===== src/rtl/paralelo_serial_tx_if.sv =====
// ---------------------------------------------------------------------------
// paralelo_serial_tx_if
// Byte-side link between the 4-lane byte multiplexer (master) and the serial
// transmitter (slave).
//   data_in  : byte presented by the multiplexer
//   valid_in : data_in qualifier
//   byte_req : strobe from the transmitter; the byte on data_in/valid_in is
//              sampled on the rising clock edge that ends this cycle
// ---------------------------------------------------------------------------
interface paralelo_serial_tx_if;
    logic [7:0] data_in;
    logic       valid_in;
    logic       byte_req;

    modport master (
        output data_in,
        output valid_in,
        input  byte_req
    );

    modport slave (
        input  data_in,
        input  valid_in,
        output byte_req
    );
endinterface


===== src/rtl/paralelo_serial_tx.sv =====
// ---------------------------------------------------------------------------
// paralelo_serial_tx
// Final serialization stage of the transmit PHY. Runs on the bit clock (8x
// the byte clock) and shifts out one bit per clock, MSB first. After reset a
// preamble of INIT_COMS COM symbols is sent so the far end can align; once
// active, any byte presented without valid_in is replaced by COM.
//
// Ports:
//   clk      : bit clock, all state updates on its rising edge
//   reset_L  : asynchronous active-low reset
//   up       : byte interface (slave side) - data_in, valid_in, byte_req
//   data_out : serial bit stream, MSB of each byte first
//   active   : high once the preamble is complete and user data is accepted
// ---------------------------------------------------------------------------
module paralelo_serial_tx #(
    parameter logic [7:0]  COM       = 8'hBC,
    parameter int unsigned INIT_COMS = 4
) (
    input  logic                  clk,
    input  logic                  reset_L,
    paralelo_serial_tx_if.slave   up,
    output logic                  data_out,
    output logic                  active
);

    typedef enum logic {
        INIT   = 1'b0,
        ACTIVE = 1'b1
    } state_t;

    localparam logic [3:0] LAST_COM = 4'(INIT_COMS - 1);

    state_t     state_q;
    state_t     state_d;
    logic [3:0] com_cnt_q;
    logic [3:0] com_cnt_d;
    logic [2:0] bit_cnt_q;
    logic [7:0] shreg_q;
    logic       byte_req_q;
    logic [7:0] next_byte;

    // Byte selection: COM during the preamble, otherwise the upstream byte
    // when it is valid and COM as filler when it is not.
    function automatic logic [7:0] pick_byte(input state_t st,
                                             input logic   vld,
                                             input logic [7:0] dat);
        if (st == ACTIVE && vld) begin
            return dat;
        end
        return COM;
    endfunction

    // Bit counter and byte strobe. byte_req is kept as its own flop (set one
    // edge ahead, when the counter is about to reach 7) so the output is a
    // clean register output instead of a decode of three counter bits. It is
    // always equal to (bit_cnt_q == 7).
    always_ff @(posedge clk or negedge reset_L) begin
        if (!reset_L) begin
            bit_cnt_q  <= 3'd0;
            byte_req_q <= 1'b0;
        end else begin
            bit_cnt_q  <= bit_cnt_q + 3'd1;
            byte_req_q <= (bit_cnt_q == 3'd6);
        end
    end

    // Shift register: load on the byte strobe, otherwise shift left so the
    // MSB leaves first. A reset mid-byte simply discards what was in flight.
    always_ff @(posedge clk or negedge reset_L) begin
        if (!reset_L) begin
            shreg_q <= 8'h00;
        end else if (byte_req_q) begin
            shreg_q <= next_byte;
        end else begin
            shreg_q <= {shreg_q[6:0], 1'b0};
        end
    end

    // FSM state register
    always_ff @(posedge clk or negedge reset_L) begin
        if (!reset_L) begin
            state_q   <= INIT;
            com_cnt_q <= 4'd0;
        end else begin
            state_q   <= state_d;
            com_cnt_q <= com_cnt_d;
        end
    end

    // FSM next-state logic. Inputs only matter on byte_req cycles, since
    // both next_byte and the preamble count are consumed only on loads.
    always_comb begin
        state_d   = state_q;
        com_cnt_d = com_cnt_q;
        next_byte = pick_byte(state_q, up.valid_in, up.data_in);
        case (state_q)
            INIT: begin
                if (byte_req_q) begin
                    com_cnt_d = com_cnt_q + 4'd1;
                    if (com_cnt_q == LAST_COM) begin
                        state_d = ACTIVE;
                    end
                end
            end
            ACTIVE: begin
                state_d = ACTIVE;
            end
            default: begin
                state_d = INIT;
            end
        endcase
    end

    assign up.byte_req = byte_req_q;
    assign data_out    = shreg_q[7];
    assign active      = (state_q == ACTIVE);

endmodule


===== src/flat_wrapper.sv =====
// flat-port wrapper written by rule: the top's interface ports become plain ports
module paralelo_serial_tx_flat 
#(
    parameter logic [7:0]  COM       = 8'hBC,
    parameter int unsigned INIT_COMS = 4
)
  (clk, reset_L, data_out, active, up_data_in, up_valid_in, up_byte_req);
  paralelo_serial_tx_if up_i ();
  input  logic clk;
  input  logic reset_L;
  output logic data_out;
  output logic active;
  input wire logic [$bits(up_i.data_in)-1:0] up_data_in;
  input wire logic [$bits(up_i.valid_in)-1:0] up_valid_in;
  output wire logic [$bits(up_i.byte_req)-1:0] up_byte_req;
  assign up_i.data_in = up_data_in;
  assign up_i.valid_in = up_valid_in;
  assign up_byte_req = up_i.byte_req;
  paralelo_serial_tx #(.COM(COM), .INIT_COMS(INIT_COMS)) u_core (.clk(clk), .reset_L(reset_L), .up(up_i), .data_out(data_out), .active(active));
endmodule

===== config.mk =====
export PLATFORM = sky130hd
export DESIGN_NAME = paralelo_serial_tx_flat
export DESIGN_NICKNAME = d
export VERILOG_FILES = /design/src/rtl/paralelo_serial_tx_if.sv /design/src/rtl/paralelo_serial_tx.sv /design/src/flat_wrapper.sv
export SDC_FILE = /design/constraint.sdc
export NUM_CORES = 1
export LEC_CHECK = 0
export CAP_MARGIN = 20
export CORE_MARGIN = 4
export CORE_UTILIZATION = 43
export CTS_CLUSTER_DIAMETER = 30
export DETAILED_ROUTE_END_ITERATION = 12
export GPL_TIMING_DRIVEN = 0
export PLACE_DENSITY = 0.72
export SLEW_MARGIN = 10
export SYNTH_ARGS = -nofsm -noshare
export SYNTH_HDL_FRONTEND = slang
export SYNTH_SLANG_ARGS = --single-unit

===== constraint.sdc =====
create_clock -name clk -period 1.1 [get_ports clk]
set_input_delay 0.275 -clock clk [delete_from_list [all_inputs] [get_ports clk]]
set_output_delay 0.275 -clock clk [all_outputs]
set_load 0.01 [all_outputs]

## Yosys cells after proc, flatten, opt, wreduce, memory -nomap -nowiden

Cells that the tools add are included.

- Shift operators: 0
- Add/subtract/negate cells: 2
- Divide/modulo/power cells: 0
- Equal/unequal tests: 2
- Multiplexer cells: 7
- Order comparisons: 0
- Bitwise gates (word level): 1
- $mul: 0
- Reductions and logical operators: 2

Operators by type and width:

| operator | number |
|---|---|
| 2-to-1 mux 8 bit | 3 |
| adder 4 x 1 -> 4 bit (second input constant) | 1 |
| equality test 4 x 2 -> 1 bit (second input constant) | 1 |
| adder 3 x 1 -> 3 bit (second input constant) | 1 |
| equality test 3 bit (second input constant) | 1 |
| 2-to-1 mux 1 bit | 3 |
| case mux 1 bit (2 select lines) | 1 |
| AND reduction 2 bit | 1 |
| logical AND 1 bit | 1 |
| NOT 1 bit | 1 |

- Register bits: 17
- Latch bits: 0
- Logic and storage cells: 19
- Output and inout port bits: 3
- Memory bits (read-only): 0
- Input port bits: 11
- Memories kept: 0
- RAM bits: 0

## Longest topological paths before layout

Gate-level depths: netlist (run 1).

- Word-level depth: 4
- Gate-level depth with buffers: 4
- Depth with buffers taken out: 3

## Worst setup path before layout (run 1)

No wires, ideal clock.

- Path kind: reg2reg
- From: register u_core.byte_req_q, in the netlist u_core.up.byte_req
- To: register u_core.com_cnt_q[1]
- Arrival time: 0.993 ns
- Buffers on the path: 1
- Clock period less this slack: 1.118 ns
- Stages on the path, launching flop included: 4
- Setup time: 0.125 ns
- Path slack: -0.018 ns
- Required time: 0.975 ns
- Cell sequence: dfrtp_1 buf_6 and2b_4 mux2_4

- Word-level cells in the longest chain between the ends: 1

RTL lines:

| element | RTL line | RTL |
|---|---|---|
| start: declaration | paralelo_serial_tx.sv:39 | `logic byte_req_q;` |
| start signal: assignment | paralelo_serial_tx.sv:63 | `byte_req_q <= (bit_cnt_q == 3'd6);` |
| AND reduction 2 bit (no line) | n/a |  |
| end signal: assignment | paralelo_serial_tx.sv:86 | `com_cnt_q <= com_cnt_d;` |
| end: declaration | paralelo_serial_tx.sv:35 | `logic [3:0] com_cnt_q;` |

No other way between the ends.
A chain may end at the register's enable or synchronous reset.

## Worst setup path in the final report (run 1)

- From: register u_core.state_q, in the netlist u_core.active
- To: register u_core.com_cnt_q[1]

- Word-level cells in the longest chain between the ends: 2

RTL lines:

| element | RTL line | RTL |
|---|---|---|
| start: declaration | paralelo_serial_tx.sv:33 | `state_t state_q;` |
| start signal: assignment | paralelo_serial_tx.sv:85 | `state_q <= state_d;` |
| NOT 1 bit | n/a |  |
| AND reduction 2 bit (no line) | n/a |  |

No other way between the ends.

==> flow_results.org, run 1 <==
** Final layout
- Summing all multi-input logic gate instances after layout gives 220 µm².
- Finished Layout Cells :: 94
- Across the whole layout, storage elements account for 425 µm².
- Nets@finish :: 93
- Most frequent cells in the layout :: 17 x dfrtp_1, 12 x nor2_1, 10 x clkdlybuf4s50_1
- Ratio of cells with drive above 1 in the final layout :: 0.179
- Most common cell after layout, fill and taps aside :: dfrtp_1
- Final-layout fill cell count :: 138
- Area added between synthesis and finish :: 26.2%
- Ant. Diodes :: 0

** CTS
- In this run, post-CTS hold repair placed 0 buffers.
- Max H-tree Level :: 1
- TritonCTS built the clock tree.
- Post-CTS clock slew at the launch and capture registers of the worst setup and hold paths :: 100 ps
- Clk sink count :: 17
- In this run, CTS created clock tree buffers numbering 3.
- The clock reaches the later pin of the worst-skew pair after 290 ps.
- Root buffer selected by CTS :: clkbuf_4
- The clock passes through at most 2 buffers.

** Detailed routing
- In the routed design, unresolved DRC markers number 0.
- Detailed-route via count :: 443
- Detailed Route WL :: 1040 µm
- In the routed layout, each cell is associated on average with a via count of 4.71.
- Dividing the detail-routed wire length by the instance count gives 11.0 µm.
- First-pass iteration count of the detailed router :: 2
- Remaining number of nets flagged by the antenna check after routing :: 0
- After the first detailed-routing iteration, the DRC count stood at 3.

** Global routing
- The first global-routing pass estimated 1590 µm of wire.
- Vias in the first global route :: 370
- After global routing the overflow that remains totals 0.
- Largest net degree at the start of global routing :: 18
- Number of antenna violations at the first check in global routing :: 0
- Total global-route track usage :: 0.101

** STA
- Slew @ Worst Pin :: 725 ps
- Setup violations remaining at the end of the flow were counted as 2.
- Final setup skew :: 7.72 ps
- Number of endpoints with negative hold slack in the final report :: 0
- In this run the tightest slew margin relative to its limit is 0.515.
- Worst hold slack :: 410 ps
- Ratio of final minimum period to clock period :: 1.06
- The number of max-slew violations in the final report came to 0.
- Timing-limited maximum frequency :: 0.856 GHz
- Unrepaired setup endpoints after global routing :: yes
- Worst setup slack after layout :: -68.4 ps
- Final period demand of the worst path :: 1170 ps

** Place
- HPWL after DPL :: 741 µm
- At the end of routability-driven placement, the weighted congestion stood at 0.630.
- Buffers placed on the I/O ports in this run total 13.
- Including well taps, the total number of placed cells is 88.

** Synthesis
- Syn Inst Count :: 59
- dfrtp_1 takes more of the synthesized area than any other cell.
- In this run, synthesis produced a sequential element count of 17.
- In this run the mean area of a mapped cell was 11.5 µm².
- During synthesis, Yosys emitted a total of 0 warnings.
- In this run, distinct cell masters in the synthesized netlist total 16.
- Summed instance area of the synthesized netlist :: 677 µm²
- Of the post-synthesis cell area, the dominant cell type holds 0.628.
- Ranked by total cell area, the synthesized netlist is headed by dfrtp_1 63%, nor2_1 6.7%, ha_1 5.5%.
- Syn nets :: 73
- Sequential cell area fraction in the yosys report :: 0.628

** Setup path
- List of cells traversed by the critical path :: buf_6 -> and2b_4 -> mux2_4
- Library cell contributing the largest single delay on the critical path :: dfrtp_1
- Sort of element at the start of the critical path :: flop
- WS Path Type :: flop to flop
- The worst setup path is captured at a flop.
- CP required :: 1280 ps
- Data arrival time at the worst-slack endpoint :: 1350 ps
- The largest single stage delay on the critical path is 390 ps.
- Critical-path maximum fanout :: 4

** Outcome
- Status :: finished, violations left
- Failing checks :: setup timing

** Flow run
- Count of maximum capacitance violations :: 0

** Die
- Die Ht :: 47.7 µm
- Die width :: 47.7 µm
- Starting utilization of the core area :: 0.455
- In this run the standard cell core region covers 1490 µm².
- The die covers 2270 µm².
- Row Count :: 14
- 14 I/O pins were placed.

** Power
- Total power density per cell area :: 1210 nW/µm²
- Max IR drop VDD :: 0.636 mV
- Cell-internal power :: 812 µW
- Static leakage :: 0.000429 µW
- Portion of total power attributed to sequential cells :: 0.620
- P_sw :: 221 µW
- Of the total power, the share spent switching nets is 0.214.
- Relative contribution of combinational cells to total power :: 0.066
- Of the total power, the clock network draws 0.314.

** Hold path
- The min-delay analysis places its worst path in the category primary input to asynchronous set/reset pin.
==> cell usage after synthesis <==
library cell and instances:
buf_6 1, and2b_4 1, a31o_2 1, dfrtp_1 17
a21oi_1 5, and2_1 1, mux2_4 1, buf_2 1
ha_1 3, nand4_1 1, xnor2_1 2, inv_1 4
nand2_1 5, xor2_1 2, o22ai_1 2, nor2_1 12
==> cell type report <==
type / instances / area share
buffer: 1 / 0.00586
clock buffer: 3 / 0.0264
clock inverter: 1 / 0.00586
inverter: 4 / 0.0176
multi-input combinational: 36 / 0.258
sequential: 17 / 0.498
tap: 16 / 0.0234
timing repair buffer: 16 / 0.165
==> worst max-delay path, delay by kind of cell (launching register included) <==
family,cells,cell delay [ps]
buffers and inverters,1,120
and+or+nand+nor,1,260
muxes,1,300
DFF,1,390
==> flip-flops by register name, indices dropped and copies added, names as in the netlist <==
| signal | cells |
|---|---|
| u_core.up.byte_req | 1 |
| u_core.shreg_q | 8 |
| u_core.com_cnt_q | 4 |
| u_core.active | 1 |
| u_core.bit_cnt_q | 3 |
==> cell families after synthesis <==
| group | Yosys count | share of synthesized area |
|---|---|---|
| buffers and inverters | 6 | 0.0462 |
| XOR/XNOR | 4 | 0.0518 |
| AO/OA/AOI/OAI | 8 | 0.0684 |
| AND/OR/NAND/NOR | 20 | 0.128 |
| adder cells (fa/ha/maj) | 3 | 0.0555 |
| flip-flops | 17 | 0.628 |
| multiplexers | 1 | 0.0222 |
==> routing by layer <==
layer  GRT usage  share of wire
met3      0.0226          0.061
met4      0.0645         0.0087
met5           0              0
met2       0.128           0.47
met1       0.153           0.46
==> power groups by stage <==
| stage | Clock, µW | Combinational, µW | Sequential [µW] |
|---|---|---|---|
| after global routing | 359 | 76.3 | 642 |
| final | 324 | 67.7 | 640 |
| after global placement | 0 | 70.0 | 653 |
| after detailed placement | 0 | 71.4 | 653 |
| after CTS | 345 | 70.0 | 641 |
| after floorplan | 0 | 16.5 | 653 |
==> worst paths after layout <==
| path | start | to | slack [ps] | cells after the start |
|---|---|---|---|---|
| max in group asynchronous | reset_L | u_core.up.byte_req$_DFF_PN0_ | 230 | 1 |
| max reg2reg | u_core.active$_DFF_PN0_ | u_core.com_cnt_q[1]$_DFFE_PN0P_ | -70 | 3 |
| min | reset_L | u_core.shreg_q[6]$_DFF_PN0_ | 410 | 1 |
| min reg2reg | u_core.bit_cnt_q[0]$_DFF_PN0_ | u_core.bit_cnt_q[0]$_DFF_PN0_ | 450 | 1 |
| min in group clk | u_core.bit_cnt_q[0]$_DFF_PN0_ | u_core.bit_cnt_q[0]$_DFF_PN0_ | 450 | 1 |
| max | u_core.active$_DFF_PN0_ | u_core.com_cnt_q[1]$_DFFE_PN0P_ | -70 | 3 |
==> per-stage QoR <==
step	total power [µW]	TNS [ps]	util	setup slack (ps)	area (µm²)
finish	1030	-80.5	0.574	-68.4	855
global route	1080	-278	0.574	-94.1	855
CTS	1060	-100	0.566	-69.8	843
detailed placement	725	-4080	0.555	-183	827
global placement	723	-3250	0.555	-138	827
floorplan	670	-17.7	-	-17.7	677
==> what timing repair did <==
action,in CTS,in global routing
gates resized for setup,12,1
gates cloned,0,0
endpoints found under the hold margin,0,0
pin swaps,1,0
buffers inserted,2,1
endpoints found under the setup margin,3,8
(Power assumes the default switching activity.)
==> run 2, diff against run 1 <==
--- a/config.mk
+++ b/config.mk
@@ -7,11 +7,12 @@
 export LEC_CHECK = 0
 export CAP_MARGIN = 20
 export CORE_MARGIN = 4
-export CORE_UTILIZATION = 43
+export CORE_UTILIZATION = 50
 export CTS_CLUSTER_DIAMETER = 30
 export DETAILED_ROUTE_END_ITERATION = 12
 export GPL_TIMING_DRIVEN = 0
-export PLACE_DENSITY = 0.72
+export PLACE_DENSITY = 0.78
+export SKIP_CTS_REPAIR_TIMING = 1
 export SLEW_MARGIN = 10
 export SYNTH_ARGS = -nofsm -noshare
 export SYNTH_HDL_FRONTEND = slang
==> constraint.sdc (replaced) <==
create_clock -name clk -period 1.35 [get_ports clk]
set_input_delay 0.3375 -clock clk [delete_from_list [all_inputs] [get_ports clk]]
set_output_delay 0.3375 -clock clk [all_outputs]
set_load 0.01 [all_outputs]
==> flow_results.org, run 2 (synthesis results as in run 1) <==
** Place
- Number of placed instances, taps included :: 86
- HPWL after DPL :: 722 µm
- At the placement stage, the worst setup path has a slack of 29.9 ps.
- Input/output buffers :: 13
- Placement Cell Area :: 825 µm²
- Last weighted congestion value of the routability-driven placer :: 0.706

** Die
- Die outline area :: 2010 µm²
- The die is 44.8 µm tall.
- Row Count :: 12
- Die width :: 44.8 µm
- The total area inside the core boundary comes to 1190 µm².
- I/O pin count :: 14
- Starting utilization of the core area :: 0.571

** STA
- Unrepaired setup endpoints after global routing :: no
- Final period demand of the worst path :: 1200 ps
- At the pin with the least slew margin, the transition time is 744 ps.
- Setup Viol. Count Final :: 0
- The clock arrives with 7.37 ps of skew.
- Pins Over Slew Limit :: 0
- In this run the tightest slew margin relative to its limit is 0.502.
- The number of endpoints with negative hold slack in the final report came to 0.
- Dividing the final minimum period by the clock period gives 0.889.
- Static timing analysis puts the maximum clock frequency at 0.834 GHz.
- After layout, the worst setup slack is 150 ps.

** Flow run
- Max-cap violations in this run came to 0.

** Final layout
- The library cell used most frequently in the layout, excluding fill and tap cells, is dfrtp_1.
- Flip-flop count of the largest register, all copies and words added :: 8
- Register with the most flip-flops :: u_core.shreg_q
- Of the cells placed in the final design, the portion with a size suffix greater than 1 is 0.105.
- The repair_antennas step left the layout with diodes totalling 0.
- From synthesis to final layout, the design area changed by 26.8%.
- Top flop regs :: u_core.shreg_q: 8 flops, u_core.com_cnt_q: 4 flops, u_core.bit_cnt_q: 3 flops
- The net count of the finished layout is 91.
- Finished Layout Cells :: 90
- The layout has 89 filler cells.
- Area occupied by registers :: 425 µm²
- In the final layout, the multi-input gates occupy 220 µm².
- Most frequent cells in the layout :: 17 x dfrtp_1, 12 x nor2_1, 10 x clkdlybuf4s50_1
- The finished cells cover 858 µm².

** Power
- Max IR drop VDD :: 0.845 mV
- Tot Pwr :: 835 µW
- For this design the static power due to leakage is 0.000446 µW.
- Total power density per cell area :: 973 nW/µm²

** CTS
- Maximum clock insertion buffer count :: 2
- In this run, CTS created clock tree buffers numbering 3.
- CTS placed an instance of clkbuf_4 at the clock tree root.
- TritonCTS clock tree :: yes
- In this run the number of H-tree levels came out at 1.
- For this design, the sink count on the clock tree is 17.
- Clock-pin slew was measured on the worst setup and hold paths at 100 ps.
- The clock reaches the later pin of the worst-skew pair after 280 ps.

** Setup path
- The number of buffers and inverters on the critical path is 1.
- Data arrival time at the worst-slack endpoint :: 860 ps
- Kind of cell adding the most delay to the critical path :: flip-flops
- Delay of the slowest cell on the worst path :: 410 ps
- Of all nets on the critical path, the largest fanout is 4.
- STA classifies the critical path endpoint as an output port.
- Traced cell by cell, the critical path runs through dlymetal6s2s_1.
- STA classifies the critical path startpoint as a flop.
- The worst setup path is of the flop to output port kind.
- Data on the critical path is required at its endpoint by 1010 ps.
- The slowest stage of the critical path belongs to the cell dfrtp_1.

** Global routing
- Global route overflow :: 0
- The number of global-route vias before repair was 411.
- Largest net degree at the start of global routing :: 18
- Wire length of the first global-routing pass :: 1690 µm
- The number of antenna violations at the first check in global routing came to 0.
- In the global route stage, overall resource usage came out at 0.112.

** Detailed routing
- In this run, the number of DRC markers left after iteration 0 of detailed routing was 2.
- Average wire length per cell after detail routing :: 11.1 µm
- Number of remaining DRC errors :: 0
- Detailed-route via count :: 445
- Average vias per placed instance :: 4.94
- Detailed Route WL :: 1000 µm
- First-pass iteration count of the detailed router :: 2
- Remaining number of nets flagged by the antenna check after routing :: 0

** Hold path
- Class of the tightest hold or removal check :: flop to flop

** Outcome
- Status :: completed
[run 2: cell types whose count changed in the layout (fill, tap and decap cells not counted)]
cell / delta
clkbuf_1: +1
dlymetal6s2s_1: +3
buf_4: -2
buf_2: -3
clkinv_2: -1
[run 2: where the power goes]
group / switching (µW) / internal (µW) / total [µW]
Sequential: 2.55 / 519 / 522
Clock: 142 / 114 / 257
Combinational: 23.7 / 33.3 / 57.0
[run 2: metrics by stage]
| stage | TNS (ps) | hold slack, ps | utilization |
|---|---|---|---|
| CTS | -537 | 463 | 0.717 |
| detailed placement | 0 | 446 | 0.695 |
| global placement | 0 | 434 | 0.695 |
| finish | 0 | 458 | 0.724 |
| global route | 0 | 496 | 0.724 |
| floorplan | 0 | 41.9 | - |
[run 2: worst register-to-register path, stage by stage (launching register included)]
cell     delay [ps]
dfrtp_1         400
buf_6           140
and2b_4         180
mux2_4          290
[run 2: layer usage]
layer | wire length, µm | GRT usage | vias up
met4 | 7 | 0.0351 | 0
met1 | 493 | 0.154 | 213
li1 | - | - | 221
met5 | 0 | 0 | -
met3 | 66 | 0.0239 | 2
met2 | 436 | 0.178 | 9
[run 2: final cells by class]
type	count	share of cell area
buffer	2	0.0190
clock buffer	4	0.0306
inverter	4	0.0175
multi-input combinational	36	0.257
sequential	17	0.496
tap	14	0.0204
timing repair buffer	13	0.160
[run 2: final timing paths]
| check | from | to | slack (ps) | depth (start not counted) |
|---|---|---|---|---|
| setup / recovery | u_core.active$_DFF_PN0_ | active | 150 | 1 |
| hold / removal | u_core.bit_cnt_q[0]$_DFF_PN0_ | u_core.bit_cnt_q[0]$_DFF_PN0_ | 460 | 1 |
| setup reg to reg | u_core.up.byte_req$_DFF_PN0_ | u_core.com_cnt_q[1]$_DFFE_PN0P_ | 240 | 3 |
| hold reg to reg | u_core.bit_cnt_q[0]$_DFF_PN0_ | u_core.bit_cnt_q[0]$_DFF_PN0_ | 460 | 1 |
| max in group asynchronous | reset_L | u_core.bit_cnt_q[1]$_DFF_PN0_ | 390 | 1 |
| min in group asynchronous | reset_L | u_core.shreg_q[7]$_DFF_PN0_ | 490 | 1 |
==> run 3, diff against run 2 <==
==> constraint.sdc (replaced) <==
create_clock -name clk -period 1.5 [get_ports clk]
set_input_delay 0.375 -clock clk [delete_from_list [all_inputs] [get_ports clk]]
set_output_delay 0.375 -clock clk [all_outputs]
set_load 0.01 [all_outputs]
==> results of run 3 <==
Same layout as run 2 (identical final DEF). Status: completed.
Main changes from that run: setup slack after placement 29.9 ps -> 142 ps; setup slack after layout 150 ps -> 263 ps; register-to-register setup slack 240 ps -> 390 ps; total power 835 µW -> 752 µW; worst IR drop on VDD 0.845 mV -> 0.760 mV
